`src/rtl/shift_pkg.sv`:
```
// Shared encodings for the multi-cycle shift/rotate unit.
package shift_pkg;

    // Operation encodings; 3'b101..3'b111 are unencoded and flagged as illegal.
    localparam logic [2:0] SH_SHR  = 3'b000;
    localparam logic [2:0] SH_SHRA = 3'b001;
    localparam logic [2:0] SH_SHL  = 3'b010;
    localparam logic [2:0] SH_ROR  = 3'b011;
    localparam logic [2:0] SH_ROL  = 3'b100;

    // Control FSM states.
    typedef enum logic [1:0] {
        ST_IDLE  = 2'b00,
        ST_SHIFT = 2'b01,
        ST_DONE  = 2'b10
    } shift_state_e;

    // True for every encoded operation.
    function automatic logic op_is_legal(input logic [2:0] op);
        return (op <= SH_ROL);
    endfunction

endpackage

```
`src/rtl/shift_step.sv`:
```
// Combinational single step: shifts or rotates WIDTH bits by 0..STEP positions
// and reports the last bit that left the word (0 when amt is 0).
module shift_step
    import shift_pkg::*;
#(
    parameter int WIDTH = 32,
    parameter int AMT_W = 6
) (
    input  logic [WIDTH-1:0] data_in,
    input  logic [2:0]       op,
    input  logic [AMT_W-1:0] amt,
    output logic [WIDTH-1:0] data_out,
    output logic             out_bit
);

    logic out_right;
    logic out_left;

    // Right shifts lose bit (amt-1); left shifts lose bit (WIDTH-amt). The padding bit
    // makes amt==0 report 0 without any index arithmetic.
    always_comb begin
        out_right = 1'({data_in, 1'b0} >> amt);
        out_left  = 1'(({1'b0, data_in} << amt) >> WIDTH);
        data_out  = data_in;
        out_bit   = 1'b0;
        case (op)
            SH_SHR: begin
                data_out = data_in >> amt;
                out_bit  = out_right;
            end
            SH_SHRA: begin
                data_out = WIDTH'($signed(data_in) >>> amt);
                out_bit  = out_right;
            end
            SH_SHL: begin
                data_out = data_in << amt;
                out_bit  = out_left;
            end
            SH_ROR: begin
                data_out = WIDTH'({data_in, data_in} >> amt);
                out_bit  = out_right;
            end
            SH_ROL: begin
                data_out = WIDTH'(({data_in, data_in} << amt) >> WIDTH);
                out_bit  = out_left;
            end
            default: begin
                data_out = data_in;
                out_bit  = 1'b0;
            end
        endcase
    end

endmodule

```
`src/rtl/shift_unit_seq.sv`:
```
// Multi-cycle shift/rotate unit: shifts up to STEP bits per cycle until the requested
// amount is consumed, then pulses done with the result and the last bit shifted out.
//
// Handshake: start is sampled only while ready (IDLE or DONE); op, operand and shamt are
// captured on that edge only. busy is high for every SHIFT cycle. done is a one-cycle pulse
// in which result, carry_out and illegal_op are valid; done and busy are never high together.
// result holds from done until the next accepted start. start while busy is dropped.
module shift_unit_seq
    import shift_pkg::*;
#(
    parameter int WIDTH   = 32,
    parameter int STEP    = 4,
    parameter int SHAMT_W = $clog2(WIDTH)
) (
    input  logic               clock,
    input  logic               clear,
    input  logic               start,
    input  logic [2:0]         op,
    input  logic [WIDTH-1:0]   operand,
    input  logic [SHAMT_W-1:0] shamt,
    output logic               busy,
    output logic               done,
    output logic [WIDTH-1:0]   result,
    output logic               carry_out,
    output logic               illegal_op,
    output shift_state_e       state_dbg
);

    // One extra bit so that STEP == WIDTH still fits in the step amount.
    localparam int AMT_W = SHAMT_W + 1;
    localparam logic [AMT_W-1:0] STEP_AMT = AMT_W'(STEP);

    shift_state_e       state_q, state_d;
    logic [WIDTH-1:0]   work_q;
    logic [2:0]         op_q;
    logic [SHAMT_W-1:0] rem_q;
    logic               carry_q;
    logic               illegal_q;

    logic               accept;
    logic [AMT_W-1:0]   rem_ext;
    logic [AMT_W-1:0]   step_amt;
    logic [SHAMT_W-1:0] rem_after;
    logic [WIDTH-1:0]   step_data;
    logic               step_out;

    // Step size this cycle is min(STEP, remaining); rem_after is what is left after it.
    always_comb begin
        rem_ext   = {1'b0, rem_q};
        step_amt  = (rem_ext < STEP_AMT) ? rem_ext : STEP_AMT;
        rem_after = SHAMT_W'(rem_ext - step_amt);
    end

    shift_step #(
        .WIDTH (WIDTH),
        .AMT_W (AMT_W)
    ) u_step (
        .data_in  (work_q),
        .op       (op_q),
        .amt      (step_amt),
        .data_out (step_data),
        .out_bit  (step_out)
    );

    // Next-state logic; a start in DONE is accepted exactly like one in IDLE.
    always_comb begin
        state_d = state_q;
        accept  = 1'b0;
        case (state_q)
            ST_IDLE: begin
                if (start) begin
                    accept  = 1'b1;
                    state_d = ((shamt != '0) && op_is_legal(op)) ? ST_SHIFT : ST_DONE;
                end
            end
            ST_SHIFT: begin
                state_d = (rem_after != '0) ? ST_SHIFT : ST_DONE;
            end
            ST_DONE: begin
                if (start) begin
                    accept  = 1'b1;
                    state_d = ((shamt != '0) && op_is_legal(op)) ? ST_SHIFT : ST_DONE;
                end else begin
                    state_d = ST_IDLE;
                end
            end
            default: state_d = ST_IDLE;
        endcase
    end

    // State register; clear abandons any shift in progress.
    always_ff @(posedge clock or negedge clear) begin
        if (!clear) state_q <= ST_IDLE;
        else        state_q <= state_d;
    end

    // Working register, op latch, remaining count and flags.
    always_ff @(posedge clock or negedge clear) begin
        if (!clear) begin
            work_q    <= '0;
            op_q      <= SH_SHR;
            rem_q     <= '0;
            carry_q   <= 1'b0;
            illegal_q <= 1'b0;
        end else if (accept) begin
            work_q    <= operand;
            op_q      <= op;
            rem_q     <= shamt;
            carry_q   <= 1'b0;
            illegal_q <= !op_is_legal(op);
        end else if (state_q == ST_SHIFT) begin
            work_q  <= step_data;
            rem_q   <= rem_after;
            carry_q <= step_out;
        end
    end

    assign busy       = (state_q == ST_SHIFT);
    assign done       = (state_q == ST_DONE);
    assign result     = work_q;
    assign carry_out  = carry_q;
    assign illegal_op = done && illegal_q;
    assign state_dbg  = state_q;

endmodule
```
`config.mk`:
```
export PLATFORM = sky130hd
export DESIGN_NAME = shift_unit_seq
export DESIGN_NICKNAME = d
export VERILOG_FILES = /design/src/rtl/shift_pkg.sv /design/src/rtl/shift_step.sv /design/src/rtl/shift_unit_seq.sv
export SDC_FILE = /design/constraint.sdc
export NUM_CORES = 1
export LEC_CHECK = 0
export CAP_MARGIN = 40
export CORE_UTILIZATION = 50
export CTS_CLUSTER_SIZE = 30
export DETAILED_ROUTE_END_ITERATION = 12
export PLACE_DENSITY_LB_ADDON = 0.1
export SYNTH_ARGS = -nofsm -noshare
export SYNTH_HDL_FRONTEND = slang
export SYNTH_SLANG_ARGS = --single-unit
```
`constraint.sdc`:
```
create_clock -name clock -period 2.9 [get_ports clock]
set_input_delay 0.58 -clock clock [delete_from_list [all_inputs] [get_ports clock]]
set_output_delay 0.58 -clock clock [all_outputs]
set_load 0.03 [all_outputs]
```
==> impl_metrics.env, run 1 <==
export IMPL_grt_start_max_net_pins=38
export IMPL_slew_violations=0
export IMPL_grt_overflow_total=0
export IMPL_postCtsSetupRepairBufs=0
export IMPL_p_per_area_nw_per_um2=1480
export IMPL_track_usage=0.376
export IMPL_cts_resized=0
export IMPL_maxCapViolations=0
export IMPL_tightestPinTransition_ps=779
export IMPL_antenna_found_initial=0
export IMPL_wl_mm=18.1
export IMPL_max_stage_delay_ps=710
export IMPL_r2r_setup_slack_ps=330
export IMPL_num_vias=5381
export IMPL_async_reset_ff_frac=1.00
export IMPL_fin_crit_ps=2630
export IMPL_synth_cell_area_um2=4660
export IMPL_fin_skew_ps=11.2
export IMPL_place_hpwl_mm=12.2
export IMPL_portBuffers=80
export IMPL_htreeDepth=2
export IMPL_yosysSeqAreaShare=0.236
export IMPL_crit_chain="nand2b_1, inv_2, clkdlybuf4s50_1"
export IMPL_antenna_cells=0
export IMPL_cts_buffers_inserted=5
export IMPL_ir_drop_mv=0.632
export IMPL_rr_worst_depth=7
export IMPL_timing_worst_setup_path_type="flop to output port"
export IMPL_pin_count=81
export IMPL_critical_path_buf_inv_count=2
export IMPL_wl_per_cell_um=24.2
export IMPL_ys_seq_elements=44
export IMPL_drt_first_pass_iters=5
export IMPL_slew_headroom=0.477
export IMPL_finalSetupViolCount=0
export IMPL_power_total_uw=8360
export IMPL_finalCritPeriodShare=0.907
export IMPL_fin_setup_tns_ps=0
export IMPL_drt_iter0_markers=534
export IMPL_hold_viol_final=0
export IMPL_cellInternalPower_uw=3660
export IMPL_crit_slowest_cell="clkdlybuf4s50_1"
export IMPL_reg2reg_from="op_q[2]$_DFFE_PN0P_"
export IMPL_crit_fanout=12
export IMPL_clock_path_buffers=2
export IMPL_p_switching_uw=4700
export IMPL_n_fill_cell=798
export IMPL_final_antenna_net_count=0
export IMPL_synth_edf_count=0
export IMPL_syn_avg_cell_area_um2=7.83
export IMPL_dieArea_um2=9720
export IMPL_p_leak_uw=0.00226
export IMPL_dpl_cell_count=741
export IMPL_ys_flop_type="dfrtp_1"
export IMPL_critPathCaptureType="output port"
export IMPL_layout_drive_gt1_share=0.108
export IMPL_layout_nets=685
export IMPL_critPathRequiredTime_ps=2320
export IMPL_p_sw_frac=0.562
export IMPL_holdBufCountCts=0
export IMPL_die_h_um=98.6
export IMPL_seqPwrFrac=0.214
export IMPL_worst_setup_path_start_kind="flop"
export IMPL_core_um2=8890
export IMPL_viasPerCell=7.19
export IMPL_dpl_cell_area_um2=5570
export IMPL_status="completed"
export IMPL_crit_family="buffers and inverters"
export IMPL_grt_pass1_vias=5084
export IMPL_cts_sinks=44
export IMPL_num_rows=34
export IMPL_syn_to_final_growth_pct=21.4
export IMPL_cp_data_arrival_time_ps=2050
export IMPL_hp_class="primary input to async pin"
export IMPL_r2r_end="result[30]$_DFFE_PN0P_"
export IMPL_path_clk_slew_ps=90
export IMPL_die_width_um=98.6
export IMPL_rsz0062_at_grt="false"
export IMPL_syn_inst=596
export IMPL_comb_power_share=0.733
export IMPL_grt_pass1_wl_mm=28.6
export IMPL_stdcell_area_um2=5660
export IMPL_routabilityCongestion=0.962
export IMPL_start_util=0.525
export IMPL_layout_cells_non_filler=748
export IMPL_cts_tree="yes"
export IMPL_insertion_delay_ps=300
export IMPL_drcViolationCount=0
export IMPL_ys_warn_count=0
export IMPL_regArea_um2=1100
export IMPL_fmaxAchievable_mhz=380
export IMPL_cts_root_buffer_cell="clkbuf_8"
export IMPL_yosys_cell_types_count=69
export IMPL_pwr_share_clk=0.053
export IMPL_multi_input_area_um2=3240
export IMPL_synth_nets=641
final cells by class:
cell class / count / share of cell area
clock buffers: 7 / 0.0170
flip-flops and latches: 44 / 0.194
inverters: 7 / 0.00464
multi-input cells: 469 / 0.571
repair buffers: 113 / 0.189
well taps: 108 / 0.0239
layout by cell type, fill, tap and decap left out, types with 9 or more instances in the layout:
master           count
mux2i_1             49
mux2_2               9
mux4_2              10
or3_1               11
a211oi_1            18
a22oi_1              9
o22ai_1             18
nand3_1             19
clkdlybuf4s50_1     79
nor2_1              20
nand2_1             69
buf_4               31
a21oi_1             40
and3_1              10
o21ai_1             20
nor3_1              10
o21ai_0             31
dfrtp_1             44
a31oi_1             21
state kept, by name, indices dropped and copies added, names as in the netlist:
| register | flops |
|---|---|
| op_q | 3 |
| illegal_q | 1 |
| state_dbg | 2 |
| result | 32 |
| carry_out | 1 |
| rem_q | 5 |
worst max path at each step:
| stage | end | cells past startpoint | slack [ps] | from |
|---|---|---|---|---|
| 2_1_floorplan | state_dbg[0]$_DFFE_PN0P_ | 9 | 600 | rem_q[3]$_DFFE_PN0P_ |
| 3_3_place_gp | result[30]$_DFFE_PN0P_ | 7 | 470 | op_q[2]$_DFFE_PN0P_ |
| 3_5_place_dp | result[30]$_DFFE_PN0P_ | 7 | 470 | op_q[2]$_DFFE_PN0P_ |
| 4_1_cts | busy | 3 | 300 | state_dbg[1]$_DFFE_PN0P_ |
| 5_1_grt | busy | 3 | 200 | state_dbg[1]$_DFFE_PN0P_ |
| 6_report | busy | 3 | 270 | state_dbg[1]$_DFFE_PN0P_ |
layer usage:
| metal | global-route usage | vias up | wire length [um] | share of wire |
|---|---|---|---|---|
| li1 | - | 2358 | - | - |
| met1 | 0.525 | 2603 | 7400 | 0.41 |
| met2 | 0.590 | 365 | 8380 | 0.46 |
| met3 | 0.0369 | 55 | 1690 | 0.093 |
| met4 | 0.170 | 0 | 619 | 0.034 |
| met5 | 0 | - | 0 | 0 |
power by group through the flow:
stage / clock (uW) / sequential (uW) / combinational [uW]
2_1_floorplan: 0 / 1710 / 3950
3_3_place_gp: 0 / 1730 / 5930
3_5_place_dp: 0 / 1750 / 5990
4_1_cts: 444 / 1740 / 6010
5_1_grt: 463 / 1830 / 6550
6_report: 440 / 1790 / 6130
cells by family (layout without fill, tap and decap cells):
family	Yosys count	in the layout	share of synthesized area
other	2	2	0.00161
XOR/XNOR	2	2	0.00376
AND/OR/NAND/NOR	170	170	0.182
buffers and inverters	83	127	0.0732
flip-flops	44	44	0.236
adder cells (fa/ha/maj)	2	2	0.00536
AO/OA/AOI/OAI	220	220	0.311
multiplexers	73	73	0.187
cell usage after synthesis, drive strengths merged (3+ instances only):
cell / instances / area, um^2
nor4b: 3 / 38.8
mux2i: 49 / 490
o22ai: 18 / 113
nand2: 69 / 259
o2111ai: 3 / 26.3
a21oi: 40 / 200
a221o: 5 / 50.1
buf: 18 / 96.3
o41ai: 3 / 26.3
a22oi: 9 / 67.6
nor2: 21 / 78.8
clkbuf: 58 / 219
o21ai: 51 / 255
nor3: 11 / 60.1
inv: 7 / 26.3
a31o: 4 / 35.0
or3: 11 / 68.8
o211ai: 8 / 60.1
a31oi: 21 / 131
dfrtp: 44 / 1100
a2111oi: 4 / 36.3
a21o: 3 / 22.5
o31ai: 7 / 52.6
mux4: 10 / 225
and3: 10 / 62.6
o221ai: 3 / 26.3
nand3: 19 / 95.1
a221oi: 5 / 43.8
mux2: 14 / 158
nor2b: 9 / 56.3
and2: 4 / 25.0
a211oi: 18 / 135
through the flow:
step | util | hold slack [ps] | setup slack [ps]
after CTS | 0.637 | 301 | 297
final | 0.637 | 284 | 269
after global placement | 0.626 | 485 | 475
after global routing | 0.637 | 331 | 198
after detailed placement | 0.626 | 493 | 465
after floorplan | - | 284 | 600
Power figures use the tool's default switching activity.
==> run 2, diff against run 1 <==
Settings changed: REMOVE_ABC_BUFFERS set to 1.
==> run 2 against run 1 <==
  * Core utilization grew 0.80 points
  * Total power up 0.94%
  * Cell count grew 1.2%
  * Design area rose by 1.3%
==> impl_metrics.env, run 2 (same netlist as run 1, synthesis figures left out) <==
export IMPL_critPathRequiredTime_ps=3080
export IMPL_routabilityCongestion=0.915
export IMPL_postCtsSetupRepairBufs=0
export IMPL_timing_worst_setup_path_type="flop to flop"
export IMPL_place_hpwl_mm=12.0
export IMPL_htreeDepth=2
export IMPL_die_h_um=98.6
export IMPL_antenna_found_initial=0
export IMPL_largest_reg_flops=32
export IMPL_grt_pass1_vias=5208
export IMPL_r2r_end="result[1]$_DFFE_PN0P_"
export IMPL_syn_to_final_growth_pct=22.9
export IMPL_final_cell_mix="clkdlybuf4s50_1 (79), nand2_1 (69), mux2i_1 (49), dfrtp_1 (44), a21oi_1 (40)"
export IMPL_cts_tree="yes"
export IMPL_pwr_share_clk=0.059
export IMPL_crit_fanout=35
export IMPL_antenna_cells=0
export IMPL_fin_setup_tns_ps=0
export IMPL_tightestPinTransition_ps=835
export IMPL_p_switching_uw=4670
export IMPL_cts_buffers_inserted=5
export IMPL_start_util=0.525
export IMPL_insertion_delay_ps=310
export IMPL_p_sw_frac=0.554
export IMPL_wl_per_cell_um=23.0
export IMPL_fmaxAchievable_mhz=395
export IMPL_p_per_area_nw_per_um2=1470
export IMPL_grt_start_max_net_pins=38
export IMPL_layout_drive_gt1_share=0.119
export IMPL_num_rows=34
export IMPL_rr_worst_depth=7
export IMPL_track_usage=0.363
export IMPL_drt_first_pass_iters=5
export IMPL_maxCapViolations=0
export IMPL_fin_skew_ps=11.7
export IMPL_cp_data_arrival_time_ps=2710
export IMPL_ir_drop_mv=0.667
export IMPL_rsz0062_at_grt="false"
export IMPL_path_clk_slew_ps=90
export IMPL_drt_iter0_markers=523
export IMPL_viasPerCell=7.08
export IMPL_comb_power_share=0.730
export IMPL_r2r_setup_slack_ps=370
export IMPL_holdBufCountCts=0
export IMPL_dieArea_um2=9720
export IMPL_cellInternalPower_uw=3770
export IMPL_hold_viol_final=0
export IMPL_layout_cells_non_filler=757
export IMPL_die_width_um=98.6
export IMPL_status="completed"
export IMPL_drcViolationCount=0
export IMPL_dpl_cell_count=749
export IMPL_pin_count=81
export IMPL_num_vias=5363
export IMPL_p_leak_uw=0.00230
export IMPL_grt_overflow_total=0
export IMPL_clock_path_buffers=2
export IMPL_regArea_um2=1100
export IMPL_hp_class="primary input to async pin"
export IMPL_worst_setup_path_start_kind="flop"
export IMPL_wl_mm=17.4
export IMPL_core_um2=8890
export IMPL_cts_sinks=44
export IMPL_final_antenna_net_count=0
export IMPL_slew_violations=0
export IMPL_grt_pass1_wl_mm=28.0
export IMPL_portBuffers=80
export IMPL_finalSetupViolCount=0
export IMPL_reg2reg_from="rem_q[4]$_DFFE_PN0P_"
export IMPL_cts_root_buffer_cell="clkbuf_8"
export IMPL_critPathCaptureType="flop"
export IMPL_layout_commonest_cell="clkdlybuf4s50_1"
export IMPL_cts_resized=0
export IMPL_multi_input_area_um2=3240
export IMPL_finalCritPeriodShare=0.874
export IMPL_seqPwrFrac=0.211
export IMPL_layout_nets=693
export IMPL_slew_headroom=0.440
export IMPL_fin_crit_ps=2530
export IMPL_n_fill_cell=822
[run 2: stage by stage]
stage | cell area [um^2] | util | total power (uW) | setup slack, ps | hold WS [ps]
finish | 5730 | 0.645 | 8440 | 366 | 209
global route | 5730 | 0.645 | 8940 | 255 | 238
CTS | 5730 | 0.645 | 8270 | 397 | 215
detailed placement | 5630 | 0.633 | 7760 | 400 | 468
global placement | 5630 | 0.633 | 7670 | 459 | 455
floorplan | 4350 | - | 5380 | -1480 | 284
[run 2: per-layer routing]
layer	vias to the layer above	GRT usage	share of wire
li1	2370	-	-
met1	2548	0.510	0.42
met2	396	0.550	0.44
met3	49	0.0645	0.11
met4	0	0.155	0.030
met5	-	0	0
[run 2: how the worst max path moves through the flow]
stage | startpoint | to | slack (ps) | depth (start not counted)
global route | rem_q[4]$_DFFE_PN0P_ | result[9]$_DFFE_PN0P_ | 260 | 6
detailed placement | rem_q[4]$_DFFE_PN0P_ | result[9]$_DFFE_PN0P_ | 400 | 6
CTS | rem_q[4]$_DFFE_PN0P_ | result[1]$_DFFE_PN0P_ | 400 | 7
global placement | rem_q[4]$_DFFE_PN0P_ | result[1]$_DFFE_PN0P_ | 460 | 7
floorplan | rem_q[0]$_DFFE_PN0P_ | result[9]$_DFFE_PN0P_ | -1480 | 5
finish | rem_q[4]$_DFFE_PN0P_ | result[1]$_DFFE_PN0P_ | 370 | 7
[run 2: final cells by class]
type | instances | share of cell area
flip-flops and latches | 44 | 0.192
inverters | 7 | 0.00458
clock buffers | 6 | 0.0127
multi-input cells | 469 | 0.564
clock inverters | 2 | 0.00611
well taps | 108 | 0.0236
repair buffers | 121 | 0.197
[run 2: power by group through the flow]
stage | combinational [uW] | clock, uW | sequential (uW)
2_1_floorplan | 3270 | 0 | 2110
6_report | 6160 | 496 | 1780
5_1_grt | 6600 | 525 | 1820
3_5_place_dp | 6020 | 0 | 1740
4_1_cts | 6050 | 501 | 1730
3_3_place_gp | 5940 | 0 | 1730
[run 2: critical path, cell delays in order (launching register included)]
cell,delay [ps]
dfrtp_1,550
or4b_1,580
buf_4,300
mux2i_1,260
nor2_1,50
a2111oi_0,410
buf_4,190
a21oi_1,60
